### src/rtl/blend_pkg.sv
// Shared constants and types for the blend pipeline: factor/equation codes,
// component positions inside a pixel and the pipeline depth.
package blend_pkg;

  // Blend factor codes; any unlisted code (15) resolves to zero
  localparam logic [3:0] FACTOR_ZERO                     = 4'd0;
  localparam logic [3:0] FACTOR_ONE                      = 4'd1;
  localparam logic [3:0] FACTOR_DST_COLOR                = 4'd2;
  localparam logic [3:0] FACTOR_SRC_COLOR                = 4'd3;
  localparam logic [3:0] FACTOR_ONE_MINUS_DST_COLOR      = 4'd4;
  localparam logic [3:0] FACTOR_ONE_MINUS_SRC_COLOR      = 4'd5;
  localparam logic [3:0] FACTOR_SRC_ALPHA                = 4'd6;
  localparam logic [3:0] FACTOR_ONE_MINUS_SRC_ALPHA      = 4'd7;
  localparam logic [3:0] FACTOR_DST_ALPHA                = 4'd8;
  localparam logic [3:0] FACTOR_ONE_MINUS_DST_ALPHA      = 4'd9;
  localparam logic [3:0] FACTOR_SRC_ALPHA_SATURATE       = 4'd10;
  localparam logic [3:0] FACTOR_CONSTANT_COLOR           = 4'd11;
  localparam logic [3:0] FACTOR_ONE_MINUS_CONSTANT_COLOR = 4'd12;
  localparam logic [3:0] FACTOR_CONSTANT_ALPHA           = 4'd13;
  localparam logic [3:0] FACTOR_ONE_MINUS_CONSTANT_ALPHA = 4'd14;

  // Combine equations; codes 5-7 behave as ADD
  localparam logic [2:0] EQ_ADD              = 3'd0;
  localparam logic [2:0] EQ_SUBTRACT         = 3'd1;
  localparam logic [2:0] EQ_REVERSE_SUBTRACT = 3'd2;
  localparam logic [2:0] EQ_MIN              = 3'd3;
  localparam logic [2:0] EQ_MAX              = 3'd4;

  // Component index inside a pixel (index 0 = LSBs); R in the MSBs, A last
  localparam int unsigned COLOR_R_POS = 3;
  localparam int unsigned COLOR_G_POS = 2;
  localparam int unsigned COLOR_B_POS = 1;
  localparam int unsigned COLOR_A_POS = 0;

  localparam int unsigned PIPE_DEPTH = 3;

  // Per-beat configuration captured at acceptance
  typedef struct packed {
    logic       enable;
    logic [3:0] sfactor_rgb;
    logic [3:0] dfactor_rgb;
    logic [3:0] sfactor_a;
    logic [3:0] dfactor_a;
    logic [2:0] equation_rgb;
    logic [2:0] equation_a;
  } blend_conf_t;

endpackage

### src/rtl/blend_pipeline_if.sv
// Stream bundle for the blend pipeline: input beat (source, destination, tag)
// and output beat (blended colour, tag), each with a valid/ready handshake.
//   master : producer/consumer side (drives s_*, m_ready)
//   slave  : pipeline side (drives s_ready, m_valid, m_color, m_tag)
interface blend_pipeline_if #(
  parameter int unsigned PIXEL_WIDTH = 32,
  parameter int unsigned TAG_WIDTH   = 16
);
  logic                   s_valid;
  logic                   s_ready;
  logic [PIXEL_WIDTH-1:0] s_source;
  logic [PIXEL_WIDTH-1:0] s_dest;
  logic [TAG_WIDTH-1:0]   s_tag;
  logic                   m_valid;
  logic                   m_ready;
  logic [PIXEL_WIDTH-1:0] m_color;
  logic [TAG_WIDTH-1:0]   m_tag;

  modport master (
    output s_valid, s_source, s_dest, s_tag, m_ready,
    input  s_ready, m_valid, m_color, m_tag
  );

  modport slave (
    input  s_valid, s_source, s_dest, s_tag, m_ready,
    output s_ready, m_valid, m_color, m_tag
  );
endinterface

### src/rtl/blend_channel.sv
// One colour component of the blend: multiply+normalise (stage 2), then
// combine+saturate (stage 3). Factors arrive already resolved.
//   clk_i/rst_ni : clock, synchronous active-low reset
//   adv_i        : pipeline advance enable
//   en_i, eq_i   : blend enable and equation of the beat in stage 1
//   src_i/dst_i  : raw components; sf_i/df_i : resolved factors
//   color_o      : registered result component
module blend_channel
  import blend_pkg::*;
#(
  parameter int unsigned SUB_PIXEL_WIDTH = 8
) (
  input  logic                       clk_i,
  input  logic                       rst_ni,
  input  logic                       adv_i,
  input  logic                       en_i,
  input  logic [2:0]                 eq_i,
  input  logic [SUB_PIXEL_WIDTH-1:0] src_i,
  input  logic [SUB_PIXEL_WIDTH-1:0] dst_i,
  input  logic [SUB_PIXEL_WIDTH-1:0] sf_i,
  input  logic [SUB_PIXEL_WIDTH-1:0] df_i,
  output logic [SUB_PIXEL_WIDTH-1:0] color_o
);
  localparam int unsigned W  = SUB_PIXEL_WIDTH;
  localparam int unsigned WS = W + 1;
  localparam int unsigned WP = 2 * W + 1;

  logic [W-1:0] sp_q, dp_q, src_q, dst_q, color_q, color_d;
  logic         en_q;
  logic [2:0]   eq_q;
  logic [W:0]   sum_c, sub_c, rsub_c;

  // a*f/ONE rounded so that 0 and ONE*ONE are exact
  function automatic logic [W-1:0] norm_mul(input logic [W-1:0] a, input logic [W-1:0] f);
    logic [WP-1:0] p;
    logic [WP-1:0] s;
    p = WP'(a) * WP'(f);
    s = p + (p >> W) + WP'(1);
    return W'(s >> W);
  endfunction

  // Stage 2: weighted source/destination terms
  always_ff @(posedge clk_i) begin
    if (!rst_ni) begin
      sp_q  <= '0;
      dp_q  <= '0;
      src_q <= '0;
      dst_q <= '0;
      en_q  <= 1'b0;
      eq_q  <= '0;
    end else if (adv_i) begin
      sp_q  <= norm_mul(src_i, sf_i);
      dp_q  <= norm_mul(dst_i, df_i);
      src_q <= src_i;
      dst_q <= dst_i;
      en_q  <= en_i;
      eq_q  <= eq_i;
    end
  end

  // Stage 3 combine in W+1 bits; bit W flags overflow (add) or borrow (sub)
  always_comb begin
    sum_c   = WS'(sp_q) + WS'(dp_q);
    sub_c   = WS'(sp_q) - WS'(dp_q);
    rsub_c  = WS'(dp_q) - WS'(sp_q);
    color_d = '0;
    case (eq_q)
      EQ_SUBTRACT:         color_d = sub_c[W] ? '0 : sub_c[W-1:0];
      EQ_REVERSE_SUBTRACT: color_d = rsub_c[W] ? '0 : rsub_c[W-1:0];
      EQ_MIN:              color_d = (src_q < dst_q) ? src_q : dst_q;
      EQ_MAX:              color_d = (src_q > dst_q) ? src_q : dst_q;
      default:             color_d = sum_c[W] ? '1 : sum_c[W-1:0];
    endcase
    if (!en_q) color_d = src_q;
  end

  always_ff @(posedge clk_i) begin
    if (!rst_ni) begin
      color_q <= '0;
    end else if (adv_i) begin
      color_q <= color_d;
    end
  end

  assign color_o = color_q;

endmodule

### src/rtl/blend_pipeline.sv
// Three-stage framebuffer blend: stage 1 resolves factors, per-component
// channels multiply/normalise and combine/saturate. Config travels with beats.
//   aclk, resetn : clock, synchronous active-low reset
//   conf*        : blend enable, factors, equations, constant colour
//   bus (slave)  : s_* input beat handshake, m_* output beat handshake
module blend_pipeline
  import blend_pkg::*;
#(
  parameter int unsigned SUB_PIXEL_WIDTH     = 8,
  parameter int unsigned NUMBER_OF_SUB_PIXEL = 4,
  parameter int unsigned TAG_WIDTH           = 16
) (
  input  logic                                           aclk,
  input  logic                                           resetn,
  input  logic                                           confEnable,
  input  logic [3:0]                                     confSFactorRgb,
  input  logic [3:0]                                     confDFactorRgb,
  input  logic [3:0]                                     confSFactorA,
  input  logic [3:0]                                     confDFactorA,
  input  logic [2:0]                                     confEquationRgb,
  input  logic [2:0]                                     confEquationA,
  input  logic [SUB_PIXEL_WIDTH*NUMBER_OF_SUB_PIXEL-1:0] confConstColor,
  blend_pipeline_if.slave                                bus
);
  localparam int unsigned W           = SUB_PIXEL_WIDTH;
  localparam int unsigned N           = NUMBER_OF_SUB_PIXEL;
  localparam int unsigned PIXEL_WIDTH = W * N;
  localparam logic [W-1:0] ONE        = '1;

  blend_conf_t            conf_c;
  logic                   adv;
  logic [PIPE_DEPTH-1:0]  valid_q;
  logic [PIXEL_WIDTH-1:0] src_q, dst_q, sf_q, df_q, sf_d, df_d, color;
  logic                   en_q;
  logic [2:0]             eq_rgb_q, eq_a_q;
  logic [TAG_WIDTH-1:0]   tag_q [PIPE_DEPTH];
  logic [W-1:0]           src_a, dst_a, const_a;

  assign conf_c = '{enable: confEnable,
                    sfactor_rgb: confSFactorRgb, dfactor_rgb: confDFactorRgb,
                    sfactor_a: confSFactorA, dfactor_a: confDFactorA,
                    equation_rgb: confEquationRgb, equation_a: confEquationA};

  // Whole pipeline moves when the output slot is empty or being drained
  assign adv         = !bus.m_valid || bus.m_ready;
  assign bus.s_ready = adv || !resetn;

  assign src_a   = bus.s_source[COLOR_A_POS*W +: W];
  assign dst_a   = bus.s_dest[COLOR_A_POS*W +: W];
  assign const_a = confConstColor[COLOR_A_POS*W +: W];

  function automatic logic [W-1:0] sel_factor(
    input logic [3:0] code, input logic is_alpha,
    input logic [W-1:0] sc, input logic [W-1:0] dc, input logic [W-1:0] cc,
    input logic [W-1:0] sa, input logic [W-1:0] da, input logic [W-1:0] ca);
    logic [W-1:0] f, sat;
    sat = (sa < (ONE - da)) ? sa : (ONE - da);
    case (code)
      FACTOR_ZERO:                     f = '0;
      FACTOR_ONE:                      f = ONE;
      FACTOR_DST_COLOR:                f = dc;
      FACTOR_SRC_COLOR:                f = sc;
      FACTOR_ONE_MINUS_DST_COLOR:      f = ONE - dc;
      FACTOR_ONE_MINUS_SRC_COLOR:      f = ONE - sc;
      FACTOR_SRC_ALPHA:                f = sa;
      FACTOR_ONE_MINUS_SRC_ALPHA:      f = ONE - sa;
      FACTOR_DST_ALPHA:                f = da;
      FACTOR_ONE_MINUS_DST_ALPHA:      f = ONE - da;
      FACTOR_SRC_ALPHA_SATURATE:       f = is_alpha ? ONE : sat;
      FACTOR_CONSTANT_COLOR:           f = cc;
      FACTOR_ONE_MINUS_CONSTANT_COLOR: f = ONE - cc;
      FACTOR_CONSTANT_ALPHA:           f = ca;
      FACTOR_ONE_MINUS_CONSTANT_ALPHA: f = ONE - ca;
      default:                         f = '0;
    endcase
    return f;
  endfunction

  // Stage 1 factor resolution; the alpha component uses the alpha codes
  always_comb begin
    sf_d = '0;
    df_d = '0;
    for (int unsigned i = 0; i < N; i++) begin
      sf_d[i*W +: W] = sel_factor((i == COLOR_A_POS) ? conf_c.sfactor_a : conf_c.sfactor_rgb,
                                  i == COLOR_A_POS, bus.s_source[i*W +: W],
                                  bus.s_dest[i*W +: W], confConstColor[i*W +: W],
                                  src_a, dst_a, const_a);
      df_d[i*W +: W] = sel_factor((i == COLOR_A_POS) ? conf_c.dfactor_a : conf_c.dfactor_rgb,
                                  i == COLOR_A_POS, bus.s_source[i*W +: W],
                                  bus.s_dest[i*W +: W], confConstColor[i*W +: W],
                                  src_a, dst_a, const_a);
    end
  end

  // Stage 1 registers plus valid/tag shift chains for all stages
  always_ff @(posedge aclk) begin
    if (!resetn) begin
      valid_q  <= '0;
      src_q    <= '0;
      dst_q    <= '0;
      sf_q     <= '0;
      df_q     <= '0;
      en_q     <= 1'b0;
      eq_rgb_q <= '0;
      eq_a_q   <= '0;
      for (int unsigned i = 0; i < PIPE_DEPTH; i++) tag_q[i] <= '0;
    end else if (adv) begin
      valid_q  <= {valid_q[PIPE_DEPTH-2:0], bus.s_valid};
      src_q    <= bus.s_source;
      dst_q    <= bus.s_dest;
      sf_q     <= sf_d;
      df_q     <= df_d;
      en_q     <= conf_c.enable;
      eq_rgb_q <= conf_c.equation_rgb;
      eq_a_q   <= conf_c.equation_a;
      tag_q[0] <= bus.s_tag;
      for (int unsigned i = 1; i < PIPE_DEPTH; i++) tag_q[i] <= tag_q[i-1];
    end
  end

  for (genvar g = 0; g < N; g++) begin : g_chan
    blend_channel #(.SUB_PIXEL_WIDTH(W)) u_chan (
      .clk_i   (aclk),
      .rst_ni  (resetn),
      .adv_i   (adv),
      .en_i    (en_q),
      .eq_i    ((g == COLOR_A_POS) ? eq_a_q : eq_rgb_q),
      .src_i   (src_q[g*W +: W]),
      .dst_i   (dst_q[g*W +: W]),
      .sf_i    (sf_q[g*W +: W]),
      .df_i    (df_q[g*W +: W]),
      .color_o (color[g*W +: W])
    );
  end

  assign bus.m_valid = valid_q[PIPE_DEPTH-1];
  assign bus.m_color = color;
  assign bus.m_tag   = tag_q[PIPE_DEPTH-1];

endmodule

### src/flat_wrapper.sv
// flat-port wrapper written by rule: the top's interface ports become plain ports
module blend_pipeline_flat import blend_pkg::*;
#(
  parameter int unsigned SUB_PIXEL_WIDTH     = 8,
  parameter int unsigned NUMBER_OF_SUB_PIXEL = 4,
  parameter int unsigned TAG_WIDTH           = 16
)
  (aclk, resetn, confEnable, confSFactorRgb, confDFactorRgb, confSFactorA, confDFactorA, confEquationRgb, confEquationA, confConstColor, bus_s_valid, bus_s_source, bus_s_dest, bus_s_tag, bus_m_ready, bus_s_ready, bus_m_valid, bus_m_color, bus_m_tag);
  blend_pipeline_if #(.PIXEL_WIDTH(((8) * (4))), .TAG_WIDTH(TAG_WIDTH)) bus_i ();
  input  logic aclk;
  input  logic resetn;
  input  logic confEnable;
  input  logic [3:0] confSFactorRgb;
  input  logic [3:0] confDFactorRgb;
  input  logic [3:0] confSFactorA;
  input  logic [3:0] confDFactorA;
  input  logic [2:0] confEquationRgb;
  input  logic [2:0] confEquationA;
  input  logic [SUB_PIXEL_WIDTH*NUMBER_OF_SUB_PIXEL-1:0] confConstColor;
  input wire logic [$bits(bus_i.s_valid)-1:0] bus_s_valid;
  input wire logic [$bits(bus_i.s_source)-1:0] bus_s_source;
  input wire logic [$bits(bus_i.s_dest)-1:0] bus_s_dest;
  input wire logic [$bits(bus_i.s_tag)-1:0] bus_s_tag;
  input wire logic [$bits(bus_i.m_ready)-1:0] bus_m_ready;
  output wire logic [$bits(bus_i.s_ready)-1:0] bus_s_ready;
  output wire logic [$bits(bus_i.m_valid)-1:0] bus_m_valid;
  output wire logic [$bits(bus_i.m_color)-1:0] bus_m_color;
  output wire logic [$bits(bus_i.m_tag)-1:0] bus_m_tag;
  assign bus_i.s_valid = bus_s_valid;
  assign bus_i.s_source = bus_s_source;
  assign bus_i.s_dest = bus_s_dest;
  assign bus_i.s_tag = bus_s_tag;
  assign bus_i.m_ready = bus_m_ready;
  assign bus_s_ready = bus_i.s_ready;
  assign bus_m_valid = bus_i.m_valid;
  assign bus_m_color = bus_i.m_color;
  assign bus_m_tag = bus_i.m_tag;
  blend_pipeline #(.SUB_PIXEL_WIDTH(SUB_PIXEL_WIDTH), .NUMBER_OF_SUB_PIXEL(NUMBER_OF_SUB_PIXEL), .TAG_WIDTH(TAG_WIDTH)) u_core (.aclk(aclk), .resetn(resetn), .confEnable(confEnable), .confSFactorRgb(confSFactorRgb), .confDFactorRgb(confDFactorRgb), .confSFactorA(confSFactorA), .confDFactorA(confDFactorA), .confEquationRgb(confEquationRgb), .confEquationA(confEquationA), .confConstColor(confConstColor), .bus(bus_i));
endmodule
### config.mk
export PLATFORM = sky130hd
export DESIGN_NAME = blend_pipeline_flat
export DESIGN_NICKNAME = d
export VERILOG_FILES = /design/src/rtl/blend_pkg.sv /design/src/rtl/blend_pipeline_if.sv /design/src/rtl/blend_channel.sv /design/src/rtl/blend_pipeline.sv /design/src/flat_wrapper.sv
export SDC_FILE = /design/constraint.sdc
export NUM_CORES = 2
export LEC_CHECK = 0
export BUFFER_PORTS_ARGS = -buffer_cell sky130_fd_sc_hd__buf_2
export CORE_ASPECT_RATIO = 2
export CORE_MARGIN = 2
export CORE_UTILIZATION = 52
export DETAILED_ROUTE_END_ITERATION = 10
export PLACE_DENSITY = 0.71
export SYNTH_ARGS = -nofsm -noshare
export SYNTH_HDL_FRONTEND = slang
export SYNTH_SLANG_ARGS = --single-unit
### constraint.sdc
create_clock -name aclk -period 10.2 [get_ports aclk]
set_input_delay 0.51 -clock aclk [delete_from_list [all_inputs] [get_ports aclk]]
set_output_delay 0.51 -clock aclk [all_outputs]
set_load 0.005 [all_outputs]
### Yosys cells after proc, flatten, opt, wreduce, memory -nomap -nowiden

Memories as Yosys holds them, arrays and structs flattened.
Index checks and enable logic that the tools add are counted.

| cells by class | value |
|---|---|
| equal/unequal tests | 64 |
| multiplexer cells | 44 |
| add/sub/neg operators | 40 |
| bitwise logic cells | 3 |
| order comparisons | 9 |
| $mul | 8 |
| shift-type cells | 0 |
| divide/modulo/power cells | 0 |
| reductions and logical operators | 18 |

Operators by type and width:

| cell | count |
|---|---|
| $pmux W8 S14 | 6 |
| $mux W8 | 25 |
| $add A16 B1 Y16 const B | 8 |
| $add A16 B8 Y16 | 8 |
| $mul A8 B8 Y16 | 8 |
| $pmux W8 S4 | 4 |
| $eq A4 B4 Y1 const B | 28 |
| $pmux W8 S7 | 2 |
| $sub A8 B8 Y8 const A | 12 |
| $sub A8 B8 Y9 | 8 |
| $eq A4 B3 Y1 const B | 16 |
| $mux W16 | 3 |
| $lt A8 B8 Y1 | 5 |
| $add A8 B8 Y9 | 4 |
| $eq A4 B2 Y1 const B | 8 |
| $gt A8 B8 Y1 | 4 |
| $reduce_or A2 Y1 | 14 |
| $eq A4 B1 Y1 const B | 4 |
| $eq A3 B2 Y1 const B | 4 |
| $eq A3 B1 Y1 const B | 2 |
| $eq A3 B3 Y1 const B | 2 |
| $mux W1 | 4 |
| $or A1 B1 Y1 | 3 |
| $logic_not A1 Y1 | 2 |
| $logic_or A1 B1 Y1 | 2 |

| word-level totals | value |
|---|---|
| memories kept | 1 |
| ROM bits | 0 |
| logic and storage cells | 218 |
| memory bits (writable) | 48 |
| bits in registers | 305 |
| latch bits | 0 |

Memories:

| memory | words | bits a word | rd ports | clocked after memory_dff | wr ports | line | text |
|---|---|---|---|---|---|---|---|
| u_core.tag_q | 3 | 16 | 3 | 0 | 3 | blend_pipeline.sv:36 | `logic [TAG_WIDTH-1:0] tag_q [PIPE_DEPTH];` |

### Depth between registers and ports, before layout

| depth | value |
|---|---|
| depth after elaboration | 6 |
| depth in mapped cells | 27 |

### Hierarchy

From an unflattened synthesis, not the netlist that was laid out.

| second synthesis, totals | value |
|---|---|
| cell total of the unflattened synthesis | 5497 |
| area total of the unflattened synthesis | 45374.8 µm² |

Modules (own cells, without submodules):

| module | times used | sequential area each (µm²) | area each (µm²) | cells each |
|---|---|---|---|---|
| blend_pipeline | 1 | 4204.0 | 12076.6 | 1530 |
| blend_channel at u_core.g_chan[0].u_chan | 1 | 880.8 | 8570.7 | 1021 |
| blend_channel at u_core.g_chan[3].u_chan | 1 | 880.8 | 8335.5 | 995 |
| blend_channel at u_core.g_chan[1].u_chan | 1 | 880.8 | 8264.2 | 987 |
| blend_channel at u_core.g_chan[2].u_chan | 1 | 880.8 | 8127.8 | 964 |

### Least setup slack after synthesis

OpenSTA, ideal clock, no wires.

| timing | value |
|---|---|
| path type | flip-flop to flip-flop |
| from | register u_core.dst_q[21] |
| to | register u_core.g_chan[2].u_chan.dp_q[6] |
| arrival | 6022 ps |
| cell stages (with the launch flop) | 26 |
| library setup time | 127 ps |
| data required time | 10073 ps |
| setup slack | 4052 ps |
| clock period less this slack | 6148 ps |
| cells stage by stage | dfxtp_1 > clkbuf_1 > nand2_1 > fa_1 > fa_1 > inv_1 > fa_1 > inv_1 > fa_1 > inv_1 > ha_1 > buf_2 > a21o_1 > a221oi_2 > nand4b_1 > a21oi_1 > o21a_1 > nor2_1 > xnor2_1 > ha_1 > nand2_1 > or4b_1 > nand4_1 > a21boi_2 > and3_1 > or3_1 |

| on the way | value |
|---|---|
| cells in the longest elaborated chain, start to end | 3 |

RTL lines:

| item | line | text |
|---|---|---|
| from (decl) | blend_pipeline.sv:33 | `logic [PIXEL_WIDTH-1:0] src_q, dst_q, sf_q, df_q, sf_d, df_d, color;` |
| from (signal assigned) | blend_pipeline.sv:110 | `dst_q <= bus.s_dest;` |
| $mul A8 B8 Y16 | blend_channel.sv:37 | `p = WP'(a) * WP'(f);` |
| $add A16 B8 Y16 | blend_channel.sv:38 | `s = p + (p >> W) + WP'(1);` |
| $add A16 B1 Y16 | blend_channel.sv:38 |  |
| to (signal assigned) | blend_channel.sv:53 | `dp_q <= norm_mul(dst_i, df_i);` |
| to (decl) | blend_channel.sv:28 | `logic [W-1:0] sp_q, dp_q, src_q, dst_q, color_q, color_d;` |

Every way passes these cells.
A chain may end at the register's enable or synchronous reset.

### Final worst setup path

| timing | value |
|---|---|
| from | register u_core.dst_q[21] |
| to | register u_core.g_chan[2].u_chan.dp_q[7] |

The elaborated chain is that of the path after synthesis.

==> results.yml <==
synthesis:
  syn-num-nets: 6079
  ys.flop_type: "dfxtp_1"
  syn_inst: 5169
  ys_warn_count: 0
  yosys_register_bits: 353
  syn_area_mm2: 0.0428
  syn_avg_cell_area_um2: 8.28
  ys_async_sr_fraction: 0
  ys_seq_area_frac: 0.176
  synth-edff-count: 48
  synth_cell_type_count: 103
sta:
  finalHoldViolations: 0
  fin_tns_setup_ns: 0
  clock.fmax_ghz: 0.150
  timing.final.crit_share: 0.654
  hold_slack_ns: 0.161
  worstMarginPinSlew_ns: 1.27
  clock_skew_ns: 0.0264
  drv_slew: 0
  rsz0062_at_grt: "false"
  report.final.setup_viol: 0
  final.min_clock_period_ns: 6.67
  relSlewSlack: 0.153
floorplanning:
  ios: 189
  core_mm2: 0.0815
  die-width_um: 207
  num_rows: 148
  start_util: 0.525
  die_height_um: 410
  die-area_mm2: 0.0847
grt:
  grt_use_total: 0.308
  grt_max_degree: 148
  grt_pass1_wl_um: 207000
  grt.overflow.total: 0
  antenna_found_initial: 4
  grt_pass1_vias: 39009
detailed_routing:
  drt_iter0_drc: 2549
  drc: 0
  wire_per_inst_um: 20.9
  detail-route-antenna-nets: 0
  vias: 38670
  wl_um: 131000
  via_per_inst: 6.19
  drt_pass1_iterations: 8
power_and_ir_drop:
  p_clk_frac: 0.268
  internal_power_mw: 3.23
  leakage_nw: 21.9
  peakVddDrop_mv: 0.109
  power_frac_comb: 0.417
  switching_power_mw: 2.17
  netSwitchingFraction: 0.402
  p_seq_frac: 0.315
  power_per_cell_area_mw_per_mm2: 119
cts:
  cts_inserted_buffers: 36
  clock_sinks: 353
  htreeDepth: 2
  post_cts_resized: 0
  postCtsHoldBufs: 0
  root_buffer: "clkbuf_16"
  cts_tree: "done"
  clk_pin_slew_ns: 0.07
  post-cts-setup-buffers: 0
  clock_latency_ns: 0.58
  clockBufferDepth: 3
worst_setup_path:
  endpoint: "u_core.g_chan[2].u_chan.dp_q[7]"
  crit_type: "reg2reg"
  regToRegStartpoint: "u_core.dst_q[21]"
  rrSetupSlack_ns: 3.53
  cp-startpoint: "u_core.dst_q[21]"
  worst_setup_path_end_kind: "flop"
  r2r_cells: 23
  worstPathArrival_ns: 7.18
  required_ns: 10.70
  cp_max_fo: 10
  timing.rr.end: "u_core.g_chan[2].u_chan.dp_q[7]"
  start_kind: "flop"
min_path:
  hp-start: "bus_s_valid"
  min_path_type: "in2reg"
run_status:
  outcome: "finished clean"
finish:
  fin_nets: 6076
  regArea_mm2: 0.00755
  multi_input_comb_area_mm2: 0.0320
  fill_cells: 7610
  area_delta_synth_final_pct: 6.36
  final_layout_size_suffix_gt1_frac: 0.0682
flow_run:
  max_cap_violations: 0
place:
  port_buffers: 188
  place_congestion: 1.04
  hpwl_um: 102000
-- power groups by stage --
stage | clock network, mW | registers, mW | logic [mW]
6_report | 1.45 | 1.70 | 2.26
5_1_grt | 1.51 | 1.72 | 2.50
4_1_cts | 1.47 | 1.70 | 2.23
3_5_place_dp | 0 | 1.73 | 2.21
3_3_place_gp | 0 | 1.72 | 2.17
2_1_floorplan | 0 | 1.64 | 1.66
-- how the worst min path moves through the flow --
stage                   endpoint  slack [ns]  cells past startpoint
2_1_floorplan  u_core.valid_q[2]        0.42                      2
3_3_place_gp   u_core.valid_q[2]        0.43                      2
3_5_place_dp   u_core.valid_q[2]        0.44                      2
4_1_cts         u_core.eq_a_q[0]        0.13                      2
5_1_grt        u_core.valid_q[0]        0.14                      2
6_report       u_core.valid_q[0]        0.16                      2
-- synthesized netlist by cell type, types with 48 or more instances --
cell type  number  area share
a211oi_1       68       0.012
a21o_1        103       0.018
a21oi_1       271       0.032
a22o_1         92       0.019
a22oi_1        55      0.0096
a31oi_1        52      0.0076
and2_1        454       0.066
and3_1         71       0.010
clkbuf_1      201       0.018
dfxtp_1       305        0.14
edfxtp_1       48       0.034
fa_1          300        0.14
ha_1          471        0.14
inv_1         600       0.053
mux2i_1       125       0.029
nand2_1       411       0.036
nand3_1        57      0.0067
nor2_1        208       0.018
nor3_1         98       0.011
o21ai_0       296       0.035
o22ai_1        91       0.013
xnor2_1       113       0.023
-- cells in the final DEF (no fill, tap or decap), types with 12 or more instances in the layout --
cell type / n
and2_1: 453
nand4_1: 29
edfxtp_1: 48
a31oi_1: 52
nor2b_1: 33
fa_1: 300
o21a_1: 32
o211ai_1: 39
xor2_1: 46
ha_1: 471
a221o_1: 23
and3_1: 71
nor2_1: 206
buf_4: 26
nand2b_1: 46
clkbuf_16: 37
xnor2_1: 112
a22o_1: 92
mux2_2: 12
o31ai_1: 17
o21bai_1: 30
o21ai_0: 296
or3_1: 13
a211oi_1: 68
dfxtp_1: 305
nand3_1: 57
a32oi_1: 23
inv_1: 600
a221oi_1: 41
nand2_1: 410
a22oi_1: 55
a21oi_1: 271
buf_2: 188
nor3_1: 98
mux2i_1: 125
a21o_1: 103
o22ai_1: 91
o221ai_1: 39
-- logic make-up (layout without fill, tap and decap cells) --
kind of cell    Yosys count  after routing  share of synthesized area
simple gates           1486           1486                      0.178
compound gates         1397           1397                      0.222
buf+inv                 860            885                     0.0773
fa+ha+maj               772            772                      0.278
flops                   353            353                      0.176
xor+xnor                162            162                     0.0341
mux                     139            139                     0.0333
other cells               0              2                          0
-- layout make-up --
cell class                      instances  area share
Antenna cell                            2    0.000110
Clock buffer                           44      0.0216
Multi-Input combinational cell       3956       0.702
Clock inverter                         22     0.00588
Inverter                              604      0.0499
Timing Repair Buffer                  215      0.0254
Sequential cell                       353       0.166
Tap cell                             1050      0.0289
-- critical path: stages, from the launching register on --
cell      delay (ns)
dfxtp_1         0.51
nand2_1         0.13
fa_1            0.53
fa_1            0.55
inv_1           0.05
fa_1            0.48
inv_1           0.05
fa_1            0.47
inv_1           0.04
ha_1            0.37
a21o_1          0.22
a221oi_2        0.39
nand4b_1        0.21
a21oi_1         0.13
o21a_1          0.18
nor2_1          0.11
xnor2_1         0.14
ha_1            0.39
nand2_1         0.09
or4b_1          0.49
nand4_1         0.29
a21oi_1         0.18
or4_1           0.50
nand3_1         0.08
-- layer usage --
layer | share of wire | GRT usage | up-vias
met4 | 0.063 | 0.170 | 4
met5 | 0.00021 | 0 | -
met1 | 0.38 | 0.358 | 18581
met2 | 0.50 | 0.544 | 1582
met3 | 0.064 | 0.0326 | 450
li1 | - | - | 18053
-- state kept, by name, indices dropped and copies added, names as in the netlist --
name / cells
u_core.tag_q: 48
u_core.df_q: 32
u_core.dst_q: 32
u_core.g_chan.u_chan.color_o: 32
u_core.g_chan.u_chan.dp_q: 32
u_core.g_chan.u_chan.dst_q: 32
u_core.g_chan.u_chan.sp_q: 32
u_core.g_chan.u_chan.src_q: 32
u_core.sf_q: 32
u_core.src_q: 32
u_core.g_chan.u_chan.eq_q: 6
u_core.eq_a_q: 3
u_core.eq_rgb_q: 3
u_core.valid_q: 3
u_core.en_q: 1
u_core.g_chan.u_chan.en_q: 1
-- through the flow --
| step | power (mW) | worst slack, ns | cell area, µm² | util | instances |
|---|---|---|---|---|---|
| 3_3_place_gp | 3.90 | 3.63 | 44300 | 0.543 | 6178 |
| 4_1_cts | 5.39 | 3.57 | 45500 | 0.559 | 6244 |
| 3_5_place_dp | 3.94 | 3.60 | 44300 | 0.543 | 6178 |
| 5_1_grt | 5.74 | 3.12 | 45500 | 0.559 | 6246 |
| 2_1_floorplan | 3.30 | 4.05 | 42800 | - | 5169 |
| 6_report | 5.40 | 3.53 | 45500 | 0.559 | 6246 |
Power figures use the tool's default switching activity.
